[src/rtl/z3_master_cycle.sv]
// z3_master_cycle: Zorro III bus-master cycle engine turning one local request into a
// full FCS/DS/DOE master cycle with DTACK/BERR/timeout handling and read-data capture.
module z3_master_cycle #(
  parameter int ADDR_SETUP = 1,
  parameter int TIMEOUT    = 255
) (
  input  logic        CLK,
  input  logic        RESET_n,
  input  logic        bmaster,
  input  logic        req,
  input  logic [31:0] req_addr,
  input  logic        req_read,
  input  logic [1:0]  req_siz,
  input  logic [2:0]  req_fc,
  input  logic [31:0] req_wdata,
  output logic        ack,
  output logic        err,
  output logic [31:0] rdata,
  output logic        busy,
  output logic        Z_A_oe,
  output logic [31:0] Z_A,
  output logic [2:0]  Z_FC,
  output logic        Z_READ,
  output logic        Z_FCS_n,
  output logic [3:0]  Z_DS_n,
  output logic        Z_DOE,
  output logic        Z_D_oe,
  output logic [31:0] Z_D_out,
  input  logic [31:0] Z_D_in,
  input  logic        Z_DTACK_n,
  input  logic        Z_BERR_n
);
  typedef enum logic [2:0] {IDLE, ADDR, STRB, DATA, LATCH, REL, WAITN, ABORT} state_t;
  localparam logic [1:0] AS_LAST = 2'(ADDR_SETUP - 1);
  localparam logic [7:0] TO = 8'(TIMEOUT);
  state_t      state;
  logic [1:0]  dt_s, be_s, ac;
  logic [7:0]  cnt;
  logic [3:0]  lanes, lane_req;
  logic [2:0]  n_bytes;
  logic        dtack, berr, timeout;
  assign dtack    = !dt_s[1];
  assign berr     = !be_s[1];
  assign busy     = state != IDLE;
  assign timeout  = (TIMEOUT != 0) && (cnt == TO);
  assign n_bytes  = req_siz == 2'b00 ? 3'd4 : {1'b0, req_siz};
  // Leading n lanes of a long, shifted to the byte offset; lanes past D7:0 fall off.
  assign lane_req = ~(~(4'hF >> n_bytes) >> req_addr[1:0]);
  always_ff @(posedge CLK or negedge RESET_n)
    if (!RESET_n) begin
      dt_s <= 2'b11;
      be_s <= 2'b11;
    end else begin
      dt_s <= {dt_s[0], Z_DTACK_n};
      be_s <= {be_s[0], Z_BERR_n};
    end
  always_ff @(posedge CLK or negedge RESET_n)
    if (!RESET_n) begin
      state   <= IDLE;
      ack     <= 1'b0;
      err     <= 1'b0;
      rdata   <= '0;
      Z_A_oe  <= 1'b0;
      Z_A     <= '0;
      Z_FC    <= '0;
      Z_READ  <= 1'b1;
      Z_FCS_n <= 1'b1;
      Z_DS_n  <= 4'hF;
      Z_DOE   <= 1'b0;
      Z_D_oe  <= 1'b0;
      Z_D_out <= '0;
      lanes   <= 4'hF;
      ac      <= '0;
      cnt     <= '0;
    end else begin
      ack <= 1'b0;
      err <= 1'b0;
      case (state)
        IDLE:
          if (req && bmaster) begin
            state   <= ADDR;
            Z_A     <= req_addr;
            Z_FC    <= req_fc;
            Z_READ  <= req_read;
            Z_D_out <= req_wdata;
            lanes   <= lane_req;
            Z_A_oe  <= 1'b1;
            ac      <= '0;
          end
        ADDR:
          if (!bmaster) state <= ABORT;
          else if (ac == AS_LAST) begin
            state   <= STRB;
            Z_FCS_n <= 1'b0;
          end else ac <= ac + 2'd1;
        STRB:
          if (!bmaster) state <= ABORT;
          else begin
            state  <= DATA;
            Z_DOE  <= 1'b1;
            Z_DS_n <= lanes;
            Z_D_oe <= !Z_READ;
            cnt    <= 8'd1;
          end
        DATA: begin
          cnt <= cnt + 8'd1;
          if (!bmaster || berr || timeout) state <= ABORT;
          else if (dtack) state <= LATCH;
        end
        LATCH:
          if (!bmaster) state <= ABORT;
          else begin
            if (Z_READ) rdata <= Z_D_in;
            ack   <= 1'b1;
            state <= REL;
          end
        REL, ABORT: begin
          err     <= state == ABORT;
          Z_FCS_n <= 1'b1;
          Z_DS_n  <= 4'hF;
          Z_DOE   <= 1'b0;
          Z_D_oe  <= 1'b0;
          state   <= WAITN;
        end
        WAITN:
          if (!dtack && !berr) begin
            state  <= IDLE;
            Z_A_oe <= 1'b0;
          end
        default: state <= IDLE;
      endcase
    end
endmodule

[config.mk]
export PLATFORM = sky130hd
export DESIGN_NAME = z3_master_cycle
export DESIGN_NICKNAME = d
export VERILOG_FILES = /design/src/rtl/z3_master_cycle.sv
export SDC_FILE = /design/constraint.sdc
export NUM_CORES = 1
export LEC_CHECK = 0
export CORE_ASPECT_RATIO = 1.75
export CORE_MARGIN = 2
export CORE_UTILIZATION = 43
export CTS_CLUSTER_DIAMETER = 50
export CTS_CLUSTER_SIZE = 12
export DETAILED_ROUTE_END_ITERATION = 7
export PLACE_DENSITY = 0.89
export REMOVE_ABC_BUFFERS = 1
export SLEW_MARGIN = 20
export SYNTH_ARGS = -nofsm -noshare
export SYNTH_HDL_FRONTEND = slang
export SYNTH_SLANG_ARGS = --single-unit
[constraint.sdc]
create_clock -name CLK -period 2.05 [get_ports CLK]
set_clock_uncertainty 0.2 [all_clocks]
set_input_delay 0.41 -clock CLK [delete_from_list [all_inputs] [get_ports CLK]]
set_output_delay 0.41 -clock CLK [all_outputs]
set_load 0.005 [all_outputs]
# [Yosys cells after proc, flatten, opt, wreduce, memory -nomap -nowiden]
# Cells that the tools add are included.
[word_totals] reg_bits=131 latch_bits=0 n_memories=0 word_cells=96 ramBits=0 out_inout_bits=111 mem_bits_ro=0 inputBits=108
[op_classes] n_reduce_logical=25 muxes=31 shifts=2 n_mul=0 bitwise=2 n_eq_ne=16 div=0 n_addsub=2 n_lt_le_gt_ge=0
[ops] operator="$mux 3" n=8
[ops] operator="$pmux 3 s7" n=1
[ops] operator="$pmux 8 s2" n=1
[ops] operator="$eq 3x3->1 const B" n=4
[ops] operator="$ne 2x2->1 const B" n=6
[ops] operator="$reduce_bool 2->1" n=5
[ops] operator="$mux 1" n=9
[ops] operator="$reduce_and 3->1" n=3
[ops] operator="$add 8x1->8 const B" n=1
[ops] operator="$eq 8x8->1 const B" n=1
[ops] operator="$mux 2" n=4
[ops] operator="$mux 8" n=1
[ops] operator="$not 4->4" n=2
[ops] operator="$pmux 1 s2" n=4
[ops] operator="$pmux 4 s2" n=1
[ops] operator="$reduce_and 4->1" n=2
[ops] operator="$eq 3x2->1 const B" n=2
[ops] operator="$ne 3x3->1 const B" n=2
[ops] operator="$reduce_and 2->1" n=3
[ops] operator="$logic_not 2->1" n=2
[ops] operator="$mux 4" n=1
[ops] operator="$pmux 2 s2" n=1
[ops] operator="$shr 4x2->4" n=1
[ops] operator="$shr 4x3->4 const A" n=1
[ops] operator="other kinds (8)" n=12

# [Longest topological paths before layout]
[logic_depth] word_depth=6 ltp_mapped=6

# [Worst setup path before layout]
# OpenSTA, ideal clock, no wires.
[synth_path] path_type="reg2reg" from="register state[1]" to="register Z_A[18]" period_less_slack_ns=1.852 required_ns=1.723 stages_incl_launch_ff=6 slack_ns=0.198 arrival_ns=1.525 path_cell_list="dfrtp_1 -> or3_4 -> nor2_4 -> buf_6 -> buf_6 -> mux2_1"
[synth_between] elab_chain_len=2
[synth_rtl] element="start, declared" line="36" rtl="state_t state;"
[synth_rtl] element="start signal, assigned" line="59" rtl="state <= IDLE;"
[synth_rtl] element="start signal, assigned" line="81" rtl="state <= ADDR;"
[synth_rtl] element="start signal, assigned" line="91" rtl="if (!bmaster) state <= ABORT;"
[synth_rtl] element="$logic_not 3->1" line="78" rtl="case (state)"
[synth_rtl] element="$reduce_and 2->1 (no line)"
[synth_rtl] element="end signal, assigned" line="82" rtl="Z_A <= req_addr;"
[synth_rtl] element="end, declared" line="21" rtl="output logic [31:0] Z_A,"
# No other way between the ends.
# A chain may end at the register's enable or synchronous reset.

# [Final worst setup path]
[layout_path] from="register state[1]" to="output busy"
[layout_between] elab_chain_len=1
[layout_rtl] element="$reduce_bool 3->1" line="44" rtl="assign busy = state != IDLE;"
[layout_rtl] element="end, declared" line="19" rtl="output logic busy,"
# No other way between the ends.

==> flow_summary.toml <==
[grt]
track_usage = 0.224
grt.busiest_layer = "met2"
globalRouteMet1Util = 0.247
use_met2 = 0.377
grt_antenna_before_repair = 0
grt_max_degree = 49
grt_pass1_wl_um = 22300
grt.overflow.total = 0
grt_util_met3 = 0.0612
grt_pass1_vias = 4297

[sta]
fin_crit_ns = 1.98
hold_violations = 0
tns_ns = 0
relSlewSlack = 0.713
drv_slew = 0
setup-violations-final = 0
tightest_slew_ns = 0.424
finalCritPeriodShare = 0.968
hold_slack_ns = 0.154
rsz0062_at_grt = "false"
fmax_ghz = 0.504

[synthesis]
synth_compound_area_frac = 0.0502
synth-edff-count = 0
post_synth_mux_area_share = 0.221
ys_seq_elements = 131
synth-simple-area-share = 0.0571
synthXorXnorAreaFrac = 0.00167
async_flop_share = 1.00
synthFlopType = "dfrtp_1"
synth_area_leaders = "dfrtp_1 56%, mux2_2 14%, mux2_1 7.5%"
yosysSeqAreaShare = 0.630
syn_area_per_cell_um2 = 14.3
yosys_warnings = 0
yosysUniqueCellTypes = 40
synth_top_area_cell = "dfrtp_1"
synth_top_family_by_area = "multiplexers"
synth.top_cell.area_share = 0.560
syn-instance-count = 365
syn_area_um2 = 5230
synth_adder_area_share = 0.00956

[detailed_routing]
drt_iter0_drc = 237
drt-pass1-iter-count = 5
routed_wl_um = 14100
routedWlPerCell_um = 18.7
ant_nets = 0
drc_errors = 0
vias_per_cell = 5.20
vias = 3913

[run]
drv_cap = 0

[floorplanning]
rows = 53
start_util = 0.438
die_width_um = 87.4
die_h_um = 150
fp.dieArea_um2 = 13100
ios = 219
coreArea_um2 = 11900

[pwr]
p_per_area_nw_per_um2 = 1440
leakage_nw = 3.63
ir_worst_vdd_v = 0.00107
design_power_total_mw = 12.0

[layout]
drive_gt1_frac = 0.218
diodes = 0
final_cell_mix = "210 x clkdlybuf4s50_1, 117 x dfrtp_1, 67 x mux2_2"
fin_nets = 714
final_common_cell = "clkdlybuf4s50_1"
area_delta_synth_final_pct = 58.8

[min_path]
hold_class = "flip-flop to flip-flop"
min_from = "dt_s[0]"
holdPathEnd = "dt_s[1]"
min_path_cells = 0

[cts]
htree_levels = 4
tritoncts = "done"
cts_root_buf = "clkbuf_16"
clk_latency_ns = 0.40
cts_num_sinks = 131
clockBufferDepth = 2
cts_buffers = 17
path_clk_slew_ns = 0.06

[status]
status = "completed"

[place]
numPortBuffers = 218
dp_hpwl_um = 10500
place_congestion = 0.819

[worst_setup_path]
crit_path_max_fanout = 3
r2r_cells = 4
required_ns = 1.44
timing.rr.end = "Z_A[23]"
crit_type = "flip-flop to output pin"
critPathCaptureType = "output pin"
r2r_slack_ns = 0.07
cp.arrival_ns = 1.37
r2r_start = "state[1]"
start_kind = "flip-flop"
[through the flow]
step                      setup WS, ns  utilization  std cells  instance area, µm²
after floorplan                 -0.861            -        346                5100
final                           0.0658        0.696        752                8310
after detailed placement        -0.137        0.640        718                7640
after CTS                      0.00214        0.696        752                8310
after global placement          -0.112        0.640        718                7640
after global routing            0.0116        0.696        752                8310
[cell usage after synthesis (all sizes together), types with 2 or more instances]
| library cell | number |
|---|---|
| nand2 | 18 |
| inv | 7 |
| nor2 | 11 |
| nor2b | 2 |
| nand3b | 3 |
| mux2 | 102 |
| o31ai | 3 |
| a21oi | 11 |
| buf | 17 |
| o21ai | 20 |
| clkbuf | 2 |
| ha | 4 |
| a22o | 2 |
| o211ai | 2 |
| nand3 | 3 |
| nand4 | 5 |
| a31oi | 3 |
| dfstp | 14 |
| dfrtp | 117 |
| nor4 | 2 |
| and3 | 2 |
[what timing repair did]
| action | 4_1_cts | 5_1_grt |
|---|---|---|
| setup endpoints to repair | 6 | 1 |
| buffers inserted | 1 | 0 |
| gates cloned | 0 | 0 |
| endpoints found under the hold margin | 16 | 0 |
| resized for setup | 9 | 1 |
| pin swaps | 1 | 0 |
| hold buffers | 1 | 0 |
[kinds of logic (layout without fill, tap and decap cells)]
| family | after synthesis | count (layout) |
|---|---|---|
| adders and majority gates | 4 | 4 |
| xor gates and xnor gates | 1 | 1 |
| AOI/OAI and AO/OA | 45 | 45 |
| buffers and inverters | 26 | 276 |
| and+or+nand+nor | 55 | 55 |
| muxes | 103 | 103 |
| DFF | 131 | 131 |
[final cells by class]
class,count,area (µm²)
clock inverters,12,203
repair buffers,237,2380
multi-input cells,208,1780
clock buffers,20,457
flip-flops and latches,131,3300
inverters,7,26.3
well taps,137,171
fillers,850,3630
[power by group]
group	total, mW	internal, mW	switching, mW
Clock	3.34	2.23	1.11
Combinational	4.16	2.75	1.41
Sequential	4.46	3.79	0.664
[worst max-delay path, stage by stage, from the launching register on]
cell	delay (ns)
dfrtp_1	0.38
or3_4	0.43
buf_2	0.16
[worst max path at each step]
| stage | start | to | slack (ns) | depth (start not counted) |
|---|---|---|---|---|
| 5_1_grt | state[1] | Z_D_out[4] | 0.01 | 4 |
| 3_5_place_dp | bmaster | Z_D_out[23] | -0.14 | 5 |
| 2_1_floorplan | state[2] | ac[0] | -0.86 | 4 |
| 3_3_place_gp | bmaster | cnt[5] | -0.11 | 6 |
| 4_1_cts | Z_DS_n[3] | Z_DS_n[3] | 0.002 | 1 |
| 6_report | state[1] | busy | 0.07 | 2 |
[registers in the layout, indices dropped and copies added (netlist names), 2 cells and up]
signal	flops
Z_A	32
Z_DS_n	4
Z_D_out	32
Z_FC	3
ac	2
be_s	2
cnt	8
dt_s	2
lanes	4
rdata	32
state	3
[per-layer routing]
layer | vias up | part of all wire
met5 | - | 0
li1 | 1777 | -
met2 | 157 | 0.55
met4 | 0 | 0.053
met1 | 1931 | 0.35
met3 | 48 | 0.046
Power figures use the tool's default switching activity.
